[config.mk]
export PLATFORM = sky130hd
export DESIGN_NAME = instruction_sequencer_flat
export DESIGN_NICKNAME = d
export VERILOG_FILES = /design/src/rtl/instruction_sequencer_pkg.sv /design/src/rtl/instruction_sequencer_if.sv /design/src/rtl/instruction_sequencer_alu_sel_decode.sv /design/src/rtl/instruction_sequencer.sv /design/src/flat_wrapper.sv
export SDC_FILE = /design/constraint.sdc
export NUM_CORES = 1
export LEC_CHECK = 0
export BUFFER_PORTS_ARGS = -buffer_cell sky130_fd_sc_hd__buf_2
export CORE_ASPECT_RATIO = 1.4
export CORE_MARGIN = 3
export CORE_UTILIZATION = 40
export DETAILED_ROUTE_END_ITERATION = 8
export GPL_TIMING_DRIVEN = 0
export PLACE_DENSITY = 0.66
export SLEW_MARGIN = 20
export SYNTH_ARGS = -nofsm -noshare
export SYNTH_HDL_FRONTEND = slang
export SYNTH_HIERARCHICAL = 1
export SYNTH_SLANG_ARGS = --single-unit
export TNS_END_PERCENT = 20
[constraint.sdc]
create_clock -name clk -period 2.6 [get_ports clk]
set_input_delay 0 -clock clk [delete_from_list [all_inputs] [get_ports clk]]
set_output_delay 0 -clock clk [all_outputs]
set_load 0.1 [all_outputs]
[src/rtl/instruction_sequencer_pkg.sv]
// Shared definitions for the instruction sequencer: opcodes, ALU select
// encodings, state codes and instruction-word field offsets.
package instruction_sequencer_pkg;

    // Instruction opcodes (3-bit field below the mode bit)
    localparam logic [2:0] OPC_STO  = 3'b000;
    localparam logic [2:0] OPC_ADD  = 3'b001;
    localparam logic [2:0] OPC_SUB  = 3'b010;
    localparam logic [2:0] OPC_AND  = 3'b011;
    localparam logic [2:0] OPC_OR   = 3'b100;
    localparam logic [2:0] OPC_XOR  = 3'b101;
    localparam logic [2:0] OPC_NOT  = 3'b110;
    localparam logic [2:0] OPC_HALT = 3'b111;

    // ALU select encodings seen by the external ALU
    localparam logic [2:0] ALU_PASS = 3'b000;
    localparam logic [2:0] ALU_ADD  = 3'b001;
    localparam logic [2:0] ALU_SUB  = 3'b011;
    localparam logic [2:0] ALU_AND  = 3'b110;
    localparam logic [2:0] ALU_OR   = 3'b100;
    localparam logic [2:0] ALU_XOR  = 3'b101;
    localparam logic [2:0] ALU_NOT  = 3'b111;

    // Sequencer state codes; codes 6 and 7 are unused and recover to IDLE
    typedef enum logic [2:0] {
        ST_IDLE   = 3'd0,
        ST_RD_A   = 3'd1,
        ST_RD_B   = 3'd2,
        ST_EXEC   = 3'd3,
        ST_WB     = 3'd4,
        ST_HALTED = 3'd5
    } state_e;

    // Total instruction width: mode + opcode + op1 + op2
    function automatic int instr_w(input int addr_w, input int data_w);
        return 4 + addr_w + data_w;
    endfunction

    // Bit position of the mode flag (MSB)
    function automatic int mode_bit(input int addr_w, input int data_w);
        return instr_w(addr_w, data_w) - 1;
    endfunction

    // LSB of the 3-bit opcode field
    function automatic int opc_lsb(input int addr_w, input int data_w);
        return instr_w(addr_w, data_w) - 4;
    endfunction

    // LSB of the op1 (destination address) field; op2 starts at bit 0
    function automatic int op1_lsb(input int data_w);
        return data_w;
    endfunction

endpackage

[src/rtl/instruction_sequencer_if.sv]
// Bundle of the instruction handshake, RAM bus and ALU bus of the sequencer.
interface instruction_sequencer_if #(
    parameter int DATA_W = 4,
    parameter int ADDR_W = 4
) ();
    import instruction_sequencer_pkg::*;

    localparam int INSTR_W = instr_w(ADDR_W, DATA_W);

    logic               instr_valid;
    logic [INSTR_W-1:0] instr;
    logic               instr_ready;
    logic [DATA_W-1:0]  mem_rdata;
    logic [DATA_W-1:0]  alu_result;
    logic [ADDR_W-1:0]  mem_addr;
    logic [DATA_W-1:0]  mem_wdata;
    logic               csn;
    logic               rwn;
    logic [2:0]         alu_sel;
    logic [DATA_W-1:0]  alu_a;
    logic [DATA_W-1:0]  alu_b;
    logic               alu_enable;
    logic               done;
    logic               halted;
    logic [2:0]         state;

    // Sequencer side
    modport master (
        input  instr_valid, instr, mem_rdata, alu_result,
        output instr_ready, mem_addr, mem_wdata, csn, rwn,
               alu_sel, alu_a, alu_b, alu_enable, done, halted, state
    );

    // Environment side: instruction source, RAM and ALU
    modport slave (
        output instr_valid, instr, mem_rdata, alu_result,
        input  instr_ready, mem_addr, mem_wdata, csn, rwn,
               alu_sel, alu_a, alu_b, alu_enable, done, halted, state
    );
endinterface

[src/rtl/instruction_sequencer_alu_sel_decode.sv]
// Combinational opcode to ALU-select translation.
module alu_sel_decode
    import instruction_sequencer_pkg::*;
(
    input  logic [2:0] opcode,
    output logic [2:0] alu_sel
);

    // Map each arithmetic/logic opcode to the ALU's select encoding
    always_comb begin
        alu_sel = ALU_PASS;
        case (opcode)
            OPC_STO: alu_sel = ALU_PASS;
            OPC_ADD: alu_sel = ALU_ADD;
            OPC_SUB: alu_sel = ALU_SUB;
            OPC_AND: alu_sel = ALU_AND;
            OPC_OR:  alu_sel = ALU_OR;
            OPC_XOR: alu_sel = ALU_XOR;
            OPC_NOT: alu_sel = ALU_NOT;
            default: alu_sel = ALU_PASS; // HALT never reaches EXEC
        endcase
    end

endmodule

[src/rtl/instruction_sequencer.sv]
// Multi-cycle instruction sequencer: fetches operands from RAM, drives an
// external ALU and writes the result back to the op1 address.
// DATA_W must be at least ADDR_W (op2 doubles as a RAM address in mode 1).
module instruction_sequencer
    import instruction_sequencer_pkg::*;
#(
    parameter int DATA_W = 4,
    parameter int ADDR_W = 4
) (
    input  logic                    clk,
    input  logic                    reset,
    instruction_sequencer_if.master bus
);

    localparam int INSTR_W  = instr_w(ADDR_W, DATA_W);
    localparam int MODE_BIT = mode_bit(ADDR_W, DATA_W);
    localparam int OPC_LSB  = opc_lsb(ADDR_W, DATA_W);
    localparam int OP1_LSB  = op1_lsb(DATA_W);

    state_e             state_q, state_d;
    logic [INSTR_W-1:0] instr_q, instr_d;
    logic [DATA_W-1:0]  a_q, a_d;
    logic [DATA_W-1:0]  b_q, b_d;
    logic [DATA_W-1:0]  res_q, res_d;
    logic [2:0]         alu_sel_q, alu_sel_d;

    logic [2:0]         opcode_s;
    logic [2:0]         dec_sel_s;
    logic [ADDR_W-1:0]  op1_s;
    logic [ADDR_W-1:0]  op2_addr_s;

    assign opcode_s   = instr_q[OPC_LSB +: 3];
    assign op1_s      = instr_q[OP1_LSB +: ADDR_W];
    assign op2_addr_s = instr_q[ADDR_W-1:0];

    alu_sel_decode u_alu_sel_decode (
        .opcode  (opcode_s),
        .alu_sel (dec_sel_s)
    );

    // State and datapath registers; reset clears everything without a clock
    always_ff @(posedge clk or posedge reset) begin
        if (reset) begin
            state_q   <= ST_IDLE;
            instr_q   <= '0;
            a_q       <= '0;
            b_q       <= '0;
            res_q     <= '0;
            alu_sel_q <= ALU_PASS;
        end else begin
            state_q   <= state_d;
            instr_q   <= instr_d;
            a_q       <= a_d;
            b_q       <= b_d;
            res_q     <= res_d;
            alu_sel_q <= alu_sel_d;
        end
    end

    // Next-state and register-capture logic
    always_comb begin
        state_d   = state_q;
        instr_d   = instr_q;
        a_d       = a_q;
        b_d       = b_q;
        res_d     = res_q;
        alu_sel_d = alu_sel_q;
        case (state_q)
            ST_IDLE: begin
                if (bus.instr_valid) begin
                    instr_d = bus.instr;
                    if (bus.instr[OPC_LSB +: 3] == OPC_HALT) begin
                        state_d = ST_HALTED;
                    end else begin
                        state_d = ST_RD_A;
                        // Immediate mode takes op2 straight into B
                        if (!bus.instr[MODE_BIT]) begin
                            b_d = bus.instr[DATA_W-1:0];
                        end else begin
                            b_d = b_q;
                        end
                    end
                end else begin
                    state_d = ST_IDLE;
                end
            end
            ST_RD_A: begin
                a_d = bus.mem_rdata;
                if (instr_q[MODE_BIT]) begin
                    state_d = ST_RD_B;
                end else begin
                    state_d   = ST_EXEC;
                    alu_sel_d = dec_sel_s;
                end
            end
            ST_RD_B: begin
                b_d       = bus.mem_rdata;
                state_d   = ST_EXEC;
                alu_sel_d = dec_sel_s;
            end
            ST_EXEC: begin
                res_d   = bus.alu_result;
                state_d = ST_WB;
            end
            ST_WB:     state_d = ST_IDLE;
            ST_HALTED: state_d = ST_HALTED;
            default:   state_d = ST_IDLE;
        endcase
    end

    // Moore output decode from the state register
    always_comb begin
        bus.instr_ready = 1'b0;
        bus.csn         = 1'b1;
        bus.rwn         = 1'b1;
        bus.alu_enable  = 1'b0;
        bus.done        = 1'b0;
        bus.halted      = 1'b0;
        bus.mem_addr    = '0;
        case (state_q)
            ST_IDLE: bus.instr_ready = 1'b1;
            ST_RD_A: begin
                bus.csn      = 1'b0;
                bus.mem_addr = op1_s;
            end
            ST_RD_B: begin
                bus.csn      = 1'b0;
                bus.mem_addr = op2_addr_s;
            end
            ST_EXEC: bus.alu_enable = 1'b1;
            ST_WB: begin
                bus.csn      = 1'b0;
                bus.rwn      = 1'b0;
                bus.done     = 1'b1;
                bus.mem_addr = op1_s;
            end
            ST_HALTED: bus.halted = 1'b1;
            default:   bus.csn    = 1'b1;
        endcase
    end

    assign bus.alu_sel   = alu_sel_q;
    assign bus.alu_a     = a_q;
    assign bus.alu_b     = b_q;
    assign bus.mem_wdata = res_q;
    assign bus.state     = state_q;

endmodule

[src/flat_wrapper.sv]
// flat-port wrapper written by rule: the top's interface ports become plain ports
module instruction_sequencer_flat import instruction_sequencer_pkg::*;
#(
    parameter int DATA_W = 4,
    parameter int ADDR_W = 4
)
  (clk, reset, bus_instr_valid, bus_instr, bus_mem_rdata, bus_alu_result, bus_instr_ready, bus_mem_addr, bus_mem_wdata, bus_csn, bus_rwn, bus_alu_sel, bus_alu_a, bus_alu_b, bus_alu_enable, bus_done, bus_halted, bus_state);
  instruction_sequencer_if #(.DATA_W(DATA_W), .ADDR_W(ADDR_W)) bus_i ();
  input  logic clk;
  input  logic reset;
  input wire logic [$bits(bus_i.instr_valid)-1:0] bus_instr_valid;
  input wire logic [$bits(bus_i.instr)-1:0] bus_instr;
  input wire logic [$bits(bus_i.mem_rdata)-1:0] bus_mem_rdata;
  input wire logic [$bits(bus_i.alu_result)-1:0] bus_alu_result;
  output wire logic [$bits(bus_i.instr_ready)-1:0] bus_instr_ready;
  output wire logic [$bits(bus_i.mem_addr)-1:0] bus_mem_addr;
  output wire logic [$bits(bus_i.mem_wdata)-1:0] bus_mem_wdata;
  output wire logic [$bits(bus_i.csn)-1:0] bus_csn;
  output wire logic [$bits(bus_i.rwn)-1:0] bus_rwn;
  output wire logic [$bits(bus_i.alu_sel)-1:0] bus_alu_sel;
  output wire logic [$bits(bus_i.alu_a)-1:0] bus_alu_a;
  output wire logic [$bits(bus_i.alu_b)-1:0] bus_alu_b;
  output wire logic [$bits(bus_i.alu_enable)-1:0] bus_alu_enable;
  output wire logic [$bits(bus_i.done)-1:0] bus_done;
  output wire logic [$bits(bus_i.halted)-1:0] bus_halted;
  output wire logic [$bits(bus_i.state)-1:0] bus_state;
  assign bus_i.instr_valid = bus_instr_valid;
  assign bus_i.instr = bus_instr;
  assign bus_i.mem_rdata = bus_mem_rdata;
  assign bus_i.alu_result = bus_alu_result;
  assign bus_instr_ready = bus_i.instr_ready;
  assign bus_mem_addr = bus_i.mem_addr;
  assign bus_mem_wdata = bus_i.mem_wdata;
  assign bus_csn = bus_i.csn;
  assign bus_rwn = bus_i.rwn;
  assign bus_alu_sel = bus_i.alu_sel;
  assign bus_alu_a = bus_i.alu_a;
  assign bus_alu_b = bus_i.alu_b;
  assign bus_alu_enable = bus_i.alu_enable;
  assign bus_done = bus_i.done;
  assign bus_halted = bus_i.halted;
  assign bus_state = bus_i.state;
  instruction_sequencer #(.DATA_W(DATA_W), .ADDR_W(ADDR_W)) u_core (.clk(clk), .reset(reset), .bus(bus_i));
endmodule
==> results by group <==
Outcome
  • Status: completed

STA
  • Final hold violations: 0
  • Hold slack: ~160 ps
  • Slew @ Worst Pin: roughly 640 ps
  • Worst Clk Skew: roughly 4.8 ps
  • Final Max Tran Viols: 0
  • Period utilization: 0.787
  • F_max: roughly 500 MHz
  • Final setup vio count: 0
  • Setup repair after global routing missed its margin: no
  • Worst slew margin: 0.574
  • Crit path time final: around 2000 ps

Synthesis
  • Post-synth ARST share: 1.00
  • Synth Cell Area: ~0.0014 mm²
  • EDFF count, synth: 0
  • Post-synthesis simple-gate area fraction: 0.114
  • Avg Cell Area, Syn: around 13 µm²
  • Synth cell types: 26
  • Post-Syn Nets: 134
  • Prevailing post-synth register cell: dfrtp_1
  • Flops & latches, synth: 30
  • Share of synthesized cell area in full adder, half adder and majority cells: 0
  • Main combinational cell family by area after synthesis: multiplexers
  • Compound-gate portion of the synthesized area: 0.0856
  • Post-Synthesis Cells: around 110
  • Fraction of synthesized area in multiplexers: 0.241
  • Yosys Warn Count: 6
  • Seq/Total Area, Yosys: 0.519
  • Post-Synth XOR/XNOR Area: 0.0121

Place
  • DP Area: between 0.0015 and 0.002 mm²
  • PortBufs: 50
  • Dpl hpwl: between 2000 and 2500 µm
  • Final GP Congestion: ~0.73

Route
  • Drc violations: 0
  • DRT Pass-1 Iters: 4
  • Routed vias: about 1,200
  • DRT iter0 DRCs: 13
  • Antenna Violating Nets Remaining: 0
  • Routed WL: ~3400 µm
  • Via-per-instance ratio: a little over 5
  • WL/cell: 14.8 µm

Setup path
  • R2R depth: 4
  • Startpoint types: flip-flop
  • Top fanout value on the critical path: 10
  • CP arrival: 2050 ps
  • FF-to-FF End: u_core/bus.alu_b[3]$_DFFE_PP0P_
  • CP Capture Type: output port
  • Critical path required time: approximately 2600 ps
  • Worst R2R Setup Slack: roughly 660 ps
  • Cells along the critical path: buf_2, nor2b_1, a22oi_1, o21ai_2, buf_2
  • Max stage delay on crit path: 480 ps
  • WS Path Type: flip-flop to output port
  • Crit-path slowest cell: dfrtp_2
  • CP dominant cell by count: buf_2
  • Worst R2R Start: u_core/bus.state[2]$_DFF_PP0_

Clock network
  • Root buffer cell: clkbuf_8
  • Clock Latency Late Sink: roughly 280 ps
  • Num Clock Sinks: 30
  • # Post-CTS Setup Buffers: 0
  • CTS Buf Count: 5
  • CTS tree: built
  • Post_cts resized: 0
  • Hold_buf cts: 20
  • Clock transition at the registers of the reported paths: ~60 ps
  • # H-tree levels: 2
  • Clk buf depth: 2

GRT
  • Number of global-route vias before repair: approximately 1,200
  • First-pass GRT wire length: around 5700 µm
  • Grt ovf: 0
  • Largest net degree at the start of global routing: 31
  • Initial antenna violation count: 0
  • GRT Total Usage: 0.174

Min path
  • Hold Path Origin: bus_instr_valid
  • Hold Path Cell Cnt: 4
  • Hold worst-path end: u_core/bus.state[0]$_DFF_PP0_
  • Type of the worst min-delay path: input pin to flip-flop

Finish
  • # nets final: between 200 and 250
  • Fin util: 0.615
  • Finished layout cell area: around 0.0021 mm²
  • Share of layout cells above drive strength 1: 0.568
  • Area growth from synthesis to layout: 46.2%
  • Fillers: 310
  • # diodes: 0

Flow run
  • Number of max-cap violations: 0

Floorplan
  • Die width: 56.8 µm
  • Die area: ~0.0044 mm²
  • Core box area: roughly 0.0034 mm²
  • Row count: 25
  • Initial core utilization: 0.420
  • I/O Pins: 51
  • Die height: between 70 and 80 µm
## cells in the mapped netlist, types with 2 or more instances
library cell | instances | area share
nor2b_1 | 2 | 0.0086
dfrtp_1 | 30 | 0.52
inv_1 | 4 | 0.010
nor3b_1 | 2 | 0.010
nor3b_2 | 2 | 0.017
nor2_1 | 2 | 0.0052
buf_2 | 5 | 0.017
a21oi_1 | 3 | 0.010
nor3_1 | 2 | 0.0069
nand2b_1 | 3 | 0.013
nand2_1 | 5 | 0.013
a22oi_1 | 5 | 0.026
mux2_2 | 27 | 0.21
o21ai_0 | 4 | 0.014
mux2_1 | 4 | 0.031
## final cells by class
cell class / instances / area, µm² / area share
Sequential cell: 30 / 757 / 0.358
Multi-Input combinational cell: 72 / 696 / 0.329
Timing Repair Buffer: 71 / 460 / 0.218
Clock buffer: 6 / 82.6 / 0.0391
Tap cell: 40 / 50.0 / 0.0237
Buffer: 5 / 37.5 / 0.0178
Inverter: 4 / 18.8 / 0.00888
Clock inverter: 2 / 12.5 / 0.00592
## per-layer routing
| metal | GRT usage | vias up | routed length (µm) |
|---|---|---|---|
| met3 | 0.0556 | 7 | 196 |
| met4 | 0.0766 | 0 | 68 |
| met2 | 0.302 | 37 | 1820 |
| met1 | 0.190 | 580 | 1330 |
| met5 | 0 | - | 0 |
| li1 | - | 555 | - |
## cells in the final DEF (no fill, tap or decap)
cell type	synthesis	layout
dfrtp_2	0	2
mux2_1	4	4
dfrtp_1	30	27
buf_6	0	2
nor3b_4	0	1
nand3_1	1	1
dfrtp_4	0	1
nor3b_2	2	2
nand4_1	1	1
nor3b_1	2	1
nor2_1	2	1
buf_2	5	53
nor3_4	0	1
nor2_2	0	1
xor2_1	1	1
clkinvlp_4	0	2
nand2b_1	3	3
mux2_2	27	27
a21boi_0	1	1
inv_1	4	2
a21oi_2	1	1
o21ai_2	0	4
or3b_1	1	1
xnor2_1	1	1
inv_2	0	1
a21o_1	1	1
nor2b_1	2	2
clkinv_2	0	1
a2111oi_4	1	1
nor3_1	2	1
dlygate4sd3_1	0	21
nor4b_4	1	1
a22oi_1	5	5
a21oi_1	3	3
clkbuf_8	0	6
and4b_4	1	1
nand2_1	5	5
## stage by stage
step / instances / setup TNS (ps) / setup WS, ps
finish: 230 / 0 / 554
global route: 230 / 0 / 419
CTS: 229 / 0 / 543
detailed placement: 201 / 0 / 662
global placement: 201 / 0 / 717
floorplan: 111 / -253 / -253
## registers in the layout, summed over array words and instances (netlist names)
| register | count |
|---|---|
| u_core/bus.alu_sel | 3 |
| u_core/instr_q | 12 |
| u_core/bus.alu_b | 4 |
| u_core/bus.state | 3 |
| u_core/bus.mem_wdata | 4 |
| u_core/bus.alu_a | 4 |
## how the worst max path moves through the flow
stage                                              from  slack [ps]                         endpoint  cells past startpoint
after detailed placement  u_core/bus.state[2]$_DFF_PP0_         660  u_core/bus.alu_b[3]$_DFFE_PP0P_                      4
final                     u_core/bus.state[1]$_DFF_PP0_         550                  bus_mem_addr[0]                      5
after global routing      u_core/bus.state[1]$_DFF_PP0_         420                  bus_mem_addr[0]                      5
after CTS                 u_core/bus.state[1]$_DFF_PP0_         540                  bus_mem_addr[0]                      5
after floorplan           u_core/bus.state[2]$_DFF_PP0_        -250                          bus_rwn                      4
after global placement    u_core/bus.state[2]$_DFF_PP0_         720  u_core/bus.alu_b[0]$_DFFE_PP0P_                      4
## logic make-up (layout without fill, tap and decap cells)
group,Yosys count,after routing
AO/OA/AOI/OAI,16,16
XOR/XNOR,2,2
buffers and inverters,9,88
flip-flops,30,30
multiplexers,31,31
AND/OR/NAND/NOR,23,23
## worst max-delay path, delay by kind of cell (launching register included)
kind                   cells  cell delay [ps]
AOI/OAI and AO/OA          2              280
buffers and inverters      2              700
DFF                        1              480
and+or+nand+nor            1              300
Power is not shown: default switching activity piles up to over one toggle a cycle in this logic, so the estimate is an artifact.
